===== config.mk =====
export PLATFORM = sky130hd
export DESIGN_NAME = grid_move_arbiter
export DESIGN_NICKNAME = d
export VERILOG_FILES = /design/src/rtl/grid_move_arbiter.sv
export SDC_FILE = /design/constraint.sdc
export NUM_CORES = 1
export LEC_CHECK = 0
export CORE_MARGIN = 1
export CORE_UTILIZATION = 40
export CTS_CLUSTER_DIAMETER = 200
export DETAILED_ROUTE_END_ITERATION = 16
export PLACE_DENSITY = 0.6
export SLEW_MARGIN = 15
export SYNTH_ARGS = -nofsm -noshare
export SYNTH_HDL_FRONTEND = slang
export SYNTH_SLANG_ARGS = --single-unit

===== constraint.sdc =====
create_clock -name clk -period 3.7 [get_ports clk]
set_clock_uncertainty 0.1 [all_clocks]
set_input_delay 0.74 -clock clk [delete_from_list [all_inputs] [get_ports clk]]
set_output_delay 0.74 -clock clk [all_outputs]
set_load 0.02 [all_outputs]

===== src/rtl/grid_move_arbiter.sv =====
// Round-robin arbiter sharing one saturating 4-bit move unit between two players on a 16x16 grid.
// Each grant runs IDLE -> CALC -> COMMIT -> DONE; a move that would land on the other player is rejected.
module grid_move_arbiter #(
    parameter int unsigned A_X0 = 0,
    parameter int unsigned A_Y0 = 0,
    parameter int unsigned B_X0 = 15,
    parameter int unsigned B_Y0 = 15
) (
    input  logic       clk,
    input  logic       rst,
    input  logic       req_a,
    input  logic [1:0] dir_a,
    input  logic [1:0] step_a,
    input  logic       req_b,
    input  logic [1:0] dir_b,
    input  logic [1:0] step_b,
    output logic       ack_a,
    output logic       ack_b,
    output logic       rej_a,
    output logic       rej_b,
    output logic [3:0] pos_a_x,
    output logic [3:0] pos_a_y,
    output logic [3:0] pos_b_x,
    output logic [3:0] pos_b_y,
    output logic       busy
);

    localparam int unsigned CW = 4;
    localparam int unsigned SW = CW + 1;
    localparam logic [CW-1:0] MAXV = CW'(15);

    typedef enum logic [1:0] {
        S_IDLE   = 2'd0,
        S_CALC   = 2'd1,
        S_COMMIT = 2'd2,
        S_DONE   = 2'd3
    } state_t;

    state_t          state_q, state_d;
    logic            ptr_q, ptr_d;          // 0: A has priority, 1: B has priority
    logic            sel_q, sel_d;          // granted player, 0: A, 1: B
    logic [1:0]      dir_q, dir_d;
    logic [1:0]      step_q, step_d;
    logic [CW-1:0]   cur_x_q, cur_x_d, cur_y_q, cur_y_d;
    logic [CW-1:0]   tgt_x_q, tgt_x_d, tgt_y_q, tgt_y_d;
    logic [CW-1:0]   pa_x_q, pa_x_d, pa_y_q, pa_y_d;
    logic [CW-1:0]   pb_x_q, pb_x_d, pb_y_q, pb_y_d;
    logic            ack_a_q, ack_a_d, ack_b_q, ack_b_d;
    logic            rej_a_q, rej_a_d, rej_b_q, rej_b_d;
    logic            busy_q, busy_d;

    logic [CW-1:0]   axis_pos;
    logic [SW-1:0]   sum_w, dif_w;
    logic [CW-1:0]   moved;
    logic [CW-1:0]   oth_x, oth_y;

    // Shared move unit: 5-bit add/subtract, clamped to 0..15 via the carry/borrow bit.
    always_comb begin
        axis_pos = dir_q[1] ? cur_y_q : cur_x_q;
        sum_w    = {1'b0, axis_pos} + SW'(step_q);
        dif_w    = {1'b0, axis_pos} - SW'(step_q);
        if (!dir_q[0]) begin
            moved = sum_w[CW] ? MAXV : sum_w[CW-1:0];
        end else begin
            moved = dif_w[CW] ? '0 : dif_w[CW-1:0];
        end
    end

    assign oth_x = sel_q ? pa_x_q : pb_x_q;
    assign oth_y = sel_q ? pa_y_q : pb_y_q;

    always_comb begin
        state_d = state_q;
        ptr_d   = ptr_q;
        sel_d   = sel_q;
        dir_d   = dir_q;
        step_d  = step_q;
        cur_x_d = cur_x_q;
        cur_y_d = cur_y_q;
        tgt_x_d = tgt_x_q;
        tgt_y_d = tgt_y_q;
        pa_x_d  = pa_x_q;
        pa_y_d  = pa_y_q;
        pb_x_d  = pb_x_q;
        pb_y_d  = pb_y_q;
        ack_a_d = 1'b0;
        ack_b_d = 1'b0;
        rej_a_d = 1'b0;
        rej_b_d = 1'b0;

        case (state_q)
            S_IDLE: begin
                if (req_a || req_b) begin
                    sel_d   = req_b && (!req_a || ptr_q);
                    ptr_d   = !sel_d;
                    dir_d   = sel_d ? dir_b  : dir_a;
                    step_d  = sel_d ? step_b : step_a;
                    cur_x_d = sel_d ? pb_x_q : pa_x_q;
                    cur_y_d = sel_d ? pb_y_q : pa_y_q;
                    state_d = S_CALC;
                end
            end
            S_CALC: begin
                tgt_x_d = dir_q[1] ? cur_x_q : moved;
                tgt_y_d = dir_q[1] ? moved   : cur_y_q;
                state_d = S_COMMIT;
            end
            S_COMMIT: begin
                if ((tgt_x_q == oth_x) && (tgt_y_q == oth_y)) begin
                    rej_a_d = !sel_q;
                    rej_b_d = sel_q;
                end else if (sel_q) begin
                    pb_x_d  = tgt_x_q;
                    pb_y_d  = tgt_y_q;
                    ack_b_d = 1'b1;
                end else begin
                    pa_x_d  = tgt_x_q;
                    pa_y_d  = tgt_y_q;
                    ack_a_d = 1'b1;
                end
                state_d = S_DONE;
            end
            S_DONE: begin
                state_d = S_IDLE;
            end
            default: begin
                state_d = S_IDLE;
            end
        endcase

        busy_d = (state_d != S_IDLE);
    end

    always_ff @(posedge clk or posedge rst) begin
        if (rst) begin
            state_q <= S_IDLE;
            ptr_q   <= 1'b0;
            sel_q   <= 1'b0;
            dir_q   <= 2'd0;
            step_q  <= 2'd0;
            cur_x_q <= '0;
            cur_y_q <= '0;
            tgt_x_q <= '0;
            tgt_y_q <= '0;
            pa_x_q  <= CW'(A_X0);
            pa_y_q  <= CW'(A_Y0);
            pb_x_q  <= CW'(B_X0);
            pb_y_q  <= CW'(B_Y0);
            ack_a_q <= 1'b0;
            ack_b_q <= 1'b0;
            rej_a_q <= 1'b0;
            rej_b_q <= 1'b0;
            busy_q  <= 1'b0;
        end else begin
            state_q <= state_d;
            ptr_q   <= ptr_d;
            sel_q   <= sel_d;
            dir_q   <= dir_d;
            step_q  <= step_d;
            cur_x_q <= cur_x_d;
            cur_y_q <= cur_y_d;
            tgt_x_q <= tgt_x_d;
            tgt_y_q <= tgt_y_d;
            pa_x_q  <= pa_x_d;
            pa_y_q  <= pa_y_d;
            pb_x_q  <= pb_x_d;
            pb_y_q  <= pb_y_d;
            ack_a_q <= ack_a_d;
            ack_b_q <= ack_b_d;
            rej_a_q <= rej_a_d;
            rej_b_q <= rej_b_d;
            busy_q  <= busy_d;
        end
    end

    assign ack_a   = ack_a_q;
    assign ack_b   = ack_b_q;
    assign rej_a   = rej_a_q;
    assign rej_b   = rej_b_q;
    assign pos_a_x = pa_x_q;
    assign pos_a_y = pa_y_q;
    assign pos_b_x = pb_x_q;
    assign pos_b_y = pb_y_q;
    assign busy    = busy_q;

endmodule


==> impl_metrics.toml, run 1 <==
[status]
status = "completed"

[power_and_ir_drop]
power_density_mw_per_mm2 = 980
p_switching_uw = 1140
leakagePower_uw = 0.00127
internal-power_uw = 1630
ir_drop_v = 0.000400
p_seq_frac = 0.364
power_switching_share = 0.411
clock_power_share = 0.119
comb_power_share = 0.518

[timing]
setup_tns_ns = 0
slew_violations = 0
tightest_slew_ns = 0.916
hold_viol_final = 0
fin_crit_sh = 0.689
min_period_ns = 2.55
holdWs_ns = 0.413
slew_headroom = 0.389
setup_violations = 0
rsz0062_at_grt = "false"
fmax_ghz = 0.393

[synth]
synth-seq-area-share = 0.489
syn-num-nets = 226
synth_top_flop_cell = "dfrtp_1"
syn-instance-count = 205
netlist_area_mm2 = 0.00232
yosys_warnings = 0
syn_avg_cell_area_um2 = 11.3
synth_seq_cells = 45
synthArstFlopShare = 1.00
ys_types = 35
synth_edf_count = 0

[die]
core_mm2 = 0.00554
start_util = 0.419
design.die.area_mm2 = 0.00611
die_h_um = 78.2
rows = 27
io_pins = 33
dieWidth_um = 78.2

[critical_path]
rrSetupSlack_ns = 1.15
path_buf_inv = 3
required_ns = 3.82
max_stage_delay_ns = 0.51
rr_worst_depth = 10
cp_cell_sequence = "buf_4, mux2i_1, inv_1, ha_1, inv_1, fa_1, nor3_1, a211oi_1, o21ai_0, a31oi_1"
r2r_end = "tgt_y_q[2]"
cp_top_family = "compound AO/OA/AOI/OAI gates"
crit_cells = 10
end_kind = "flop"
cp-startpoint = "dir_q[1]"
cp-endpoint = "tgt_y_q[2]"
worstSetupPathType = "reg -> reg"
cpMostUsedCell = "inv_1"
arrival_ns = 2.67
cp_slowest_cell = "dfrtp_1"
cp-start-kind = "flop"
path_max_fanout = 11
r2r_start = "dir_q[1]"

[final_layout]
syn2layout_area_growth_pct = 21.7
drive_gt1_frac = 0.191
diodes = 0
nNetsFinal = 261
n_fill_cell = 516

[clock_network]
cts_buffers = 5
holdBufCountCts = 0
cts_tree = "built"
ctsResizeCount = 0
cts.sinks = 45
cts-root-buf = "clkbuf_8"
cts.path.max_buffers = 2
clk_latency_ns = 0.29
clk_pin_slew_ns = 0.08
htree_num_levels = 2
cts_setup_buffers = 0

[global_routing]
grt_pass1_vias = 1605
overflow = 0
track_usage = 0.176
grt_pass1_wl_um = 8140
antenna_found_initial = 0
grt_start_max_net_pins = 46

[placed_design]
port_buffers = 32
dp_hpwl_um = 3370
gp_congestion = 0.817

[detailed_routing]
drc_errors = 0
routed_wl_um = 4810
firstDrtPassIters = 5
routed_via_density = 5.29
vias = 1657
first_iter_violations = 83
routedWlPerCell_um = 15.4
ant_nets = 0

[run]
maxCapViolations = 0

[min_path]
worstHoldPathType = "reg -> reg"
## layout make-up
class	instances	area, um2	share of cell area
inverters	24	90.1	0.0319
multi-input cells	128	1060	0.374
clock buffers	7	96.3	0.0341
well taps	72	90.1	0.0319
clock inverters	1	5.00	0.00177
repair buffers	36	350	0.124
flip-flops and latches	45	1140	0.402
## synthesized netlist by cell type (all sizes together), types with 3 or more instances
library cell  count  area (um2)
a21oi             7        42.5
nor3              3        15.0
nand3             3        15.0
dfrtp            37         926
a21o              3        22.5
ha                7        87.6
clkbuf            7        26.3
o21ai             8        40.0
xnor2             9        78.8
mux2             18         203
a31oi             3        18.8
mux2i            13         130
a222oi           12         120
nor2              8        30.0
inv              24        90.1
dfstp             8         210
o22ai             3        18.8
nand2             9        33.8
## power groups by stage
stage	clock network [uW]	registers, uW	logic [uW]
final	329	1010	1430
after global routing	367	1050	1580
after CTS	340	1010	1450
after detailed placement	0	1020	1440
after global placement	0	1020	1440
after floorplan	0	1030	968
## cells by family after synthesis
kind of cell,count (synthesis),share of synthesized area
DFF,45,0.489
xor gates and xnor gates,9,0.0340
buffers and inverters,32,0.0550
muxes,31,0.143
and+or+nand+nor,35,0.0803
adders and majority gates,9,0.0550
AOI/OAI and AO/OA,44,0.143
## cell usage in the layout (no fill, tap or decap), types with 3 or more instances in the layout
| master | instances |
|---|---|
| a222oi_1 | 12 |
| o21ai_0 | 7 |
| xnor2_1 | 9 |
| dfrtp_1 | 37 |
| mux2_2 | 18 |
| o22ai_1 | 3 |
| a21o_1 | 3 |
| clkbuf_8 | 7 |
| nor2_1 | 8 |
| nand2_1 | 9 |
| a21oi_1 | 5 |
| ha_1 | 7 |
| inv_1 | 23 |
| clkdlybuf4s50_1 | 32 |
| nor3_1 | 3 |
| dfstp_2 | 8 |
| nand3_1 | 3 |
| buf_4 | 4 |
| mux2i_1 | 13 |
| a31oi_1 | 3 |
## how the worst min path moves through the flow
stage          slack [ns]  depth (start not counted)  startpoint  endpoint
2_1_floorplan        0.37                          1       ptr_q     ptr_q
3_3_place_gp         0.39                          1       ptr_q     ptr_q
3_5_place_dp         0.39                          1       ptr_q     ptr_q
4_1_cts              0.41                          1       ptr_q     ptr_q
5_1_grt              0.45                          1       ptr_q     ptr_q
6_report             0.41                          1       ptr_q     ptr_q
## through the flow
| stage | cells | instance area [um2] | util | power, uW | setup slack [ns] |
|---|---|---|---|---|---|
| floorplan | 205 | 2320 | - | 2000 | 1.05 |
| CTS | 313 | 2830 | 0.510 | 2800 | 1.13 |
| detailed placement | 305 | 2720 | 0.492 | 2460 | 1.16 |
| global placement | 305 | 2720 | 0.492 | 2450 | 1.24 |
| global route | 313 | 2830 | 0.510 | 3000 | 0.965 |
| finish | 313 | 2830 | 0.510 | 2770 | 1.15 |
## per-layer routing
layer  global-route usage  vias to the layer above  wire length, um
met2                0.273                       26             2200
met4               0.0722                        0               87
met1                0.244                      818             2420
met3               0.0314                        7               98
li1                     -                      806                -
met5                    0                        -                0
## registers in the layout (all words and copies together), names as in the netlist, 4 cells and up
name     flops
cur_x_q      4
pos_b_y      4
cur_y_q      4
pos_b_x      4
pos_a_y      4
tgt_y_q      4
tgt_x_q      4
pos_a_x      4
(Power assumes the default switching activity.)
==> run 2: changes to the inputs <==
==> constraint.sdc (replaced) <==
create_clock -name clk -period 2.5 [get_ports clk]
set_clock_uncertainty 0.1 [all_clocks]
set_input_delay 0.5 -clock clk [delete_from_list [all_inputs] [get_ports clk]]
set_output_delay 0.5 -clock clk [all_outputs]
set_load 0.02 [all_outputs]
==> run 2 against run 1 <==
Effect of this change: critical path depth fell by 2; largest power group unchanged; via count rose by 0.66%; global-route usage rose by 0.49 points.
==> impl_metrics.toml, run 2 (synthesis results as in run 1) <==
[die]
rows = 27
io_pins = 33
dieWidth_um = 78.2
design.die.area_mm2 = 0.00611
die_h_um = 78.2
core_mm2 = 0.00554
start_util = 0.419

[critical_path]
worstSetupPathType = "reg -> reg"
r2r_start = "dir_q[1]"
cp_slowest_cell = "dfrtp_1"
arrival_ns = 2.32
cp_cell_sequence = "mux2i_2, inv_1, ha_1, nor2b_1, nor3b_1, xnor2_1, o221a_2, o22ai_1"
cp-endpoint = "tgt_y_q[3]"
max_stage_delay_ns = 0.47
required_ns = 2.57
end_kind = "flop"
rr_worst_depth = 8
r2r_end = "tgt_y_q[3]"
rrSetupSlack_ns = 0.25
cp-start-kind = "flop"
path_max_fanout = 5
cp-startpoint = "dir_q[1]"

[min_path]
hold_depth = 1
worstHoldPathType = "reg -> reg"

[final_layout]
seqCellArea_mm2 = 0.00114
final_area_mm2 = 0.00288
drive_gt1_frac = 0.202
final_util = 0.519
multiInputGateArea_mm2 = 0.00106
nNetsFinal = 263
syn2layout_area_growth_pct = 23.9
diodes = 0
final_common_cell = "dfrtp_1"
n_fill_cell = 513
final_cell_mix = "36 x dfrtp_1, 32 x clkdlybuf4s50_1, 23 x inv_1, 18 x mux2_2"

[global_routing]
grt_pass1_vias = 1672
antenna_found_initial = 0
grt_start_max_net_pins = 28
grt_pass1_wl_um = 8460
track_usage = 0.181
overflow = 0

[placed_design]
place_area_mm2 = 0.00276
port_buffers = 32
dp_hpwl_um = 3550
gp_congestion = 0.744

[clock_network]
ctsResizeCount = 0
cts.sinks = 45
cts_buffers = 5
cts.path.max_buffers = 2
htree_num_levels = 2
clk_pin_slew_ns = 0.08
holdBufCountCts = 0
cts-root-buf = "clkbuf_8"
clk_latency_ns = 0.30
cts_tree = "built"
cts_setup_buffers = 0

[timing]
min_period_ns = 2.25
hold_viol_final = 0
setup_tns_ns = 0
holdWs_ns = 0.415
setup_violations = 0
tightest_slew_ns = 0.692
slew_headroom = 0.536
fin_crit_sh = 0.901
fmax_ghz = 0.444
slew_violations = 0
rsz0062_at_grt = "false"

[detailed_routing]
drc_errors = 0
routed_wl_um = 4910
firstDrtPassIters = 5
routed_via_density = 5.30
routedWlPerCell_um = 15.6
ant_nets = 0
first_iter_violations = 125
vias = 1668

[power_and_ir_drop]
power_density_mw_per_mm2 = 1460
leakagePower_uw = 0.00128
ir_drop_v = 0.000530

[status]
status = "completed"

[run]
maxCapViolations = 0
-- run 2: metrics by stage --
stage,setup WS (ns),total power [uW],std cells
finish,0.248,4210,315
global route,0.0380,4550,315
CTS,0.168,4240,315
detailed placement,0.195,3660,307
global placement,0.210,3640,307
floorplan,0.114,2970,205
-- run 2: worst min path at each step --
stage / startpoint / endpoint / slack [ns]
after floorplan: ptr_q / ptr_q / 0.37
after global placement: ptr_q / ptr_q / 0.39
final: ptr_q / ptr_q / 0.41
after global routing: ptr_q / ptr_q / 0.46
after detailed placement: ptr_q / ptr_q / 0.40
after CTS: ptr_q / ptr_q / 0.42
-- run 2: layer usage --
layer | part of all wire | global-route usage | vias up | routed length (um)
met3 | 0.032 | 0.0337 | 6 | 156
met4 | 0.015 | 0.0648 | 0 | 74
met1 | 0.48 | 0.249 | 816 | 2330
met2 | 0.48 | 0.286 | 39 | 2350
li1 | - | - | 807 | -
met5 | 0 | 0 | - | 0
-- run 2: critical path: cells and delay by family, from the launching register on --
| kind | cells | cell delay (ns) |
|---|---|---|
| adders and majority gates | 1 | 0.29 |
| DFF | 1 | 0.47 |
| and+or+nand+nor | 2 | 0.36 |
| buffers and inverters | 1 | 0.10 |
| muxes | 1 | 0.32 |
| AOI/OAI and AO/OA | 2 | 0.30 |
| xor gates and xnor gates | 1 | 0.19 |
-- run 2: final cells by class --
| cell class | count | area share |
|---|---|---|
| repair buffers | 38 | 0.131 |
| flip-flops and latches | 45 | 0.395 |
| well taps | 72 | 0.0313 |
| clock buffers | 6 | 0.0287 |
| clock inverters | 2 | 0.0130 |
| multi-input cells | 128 | 0.369 |
| inverters | 24 | 0.0313 |
-- run 2: report_power, final --
part           internal, uW  switching (uW)  leakage (uW)
clock network           325             250     0.0000574
logic                  1080            1030      0.000679
registers              1110             411      0.000544
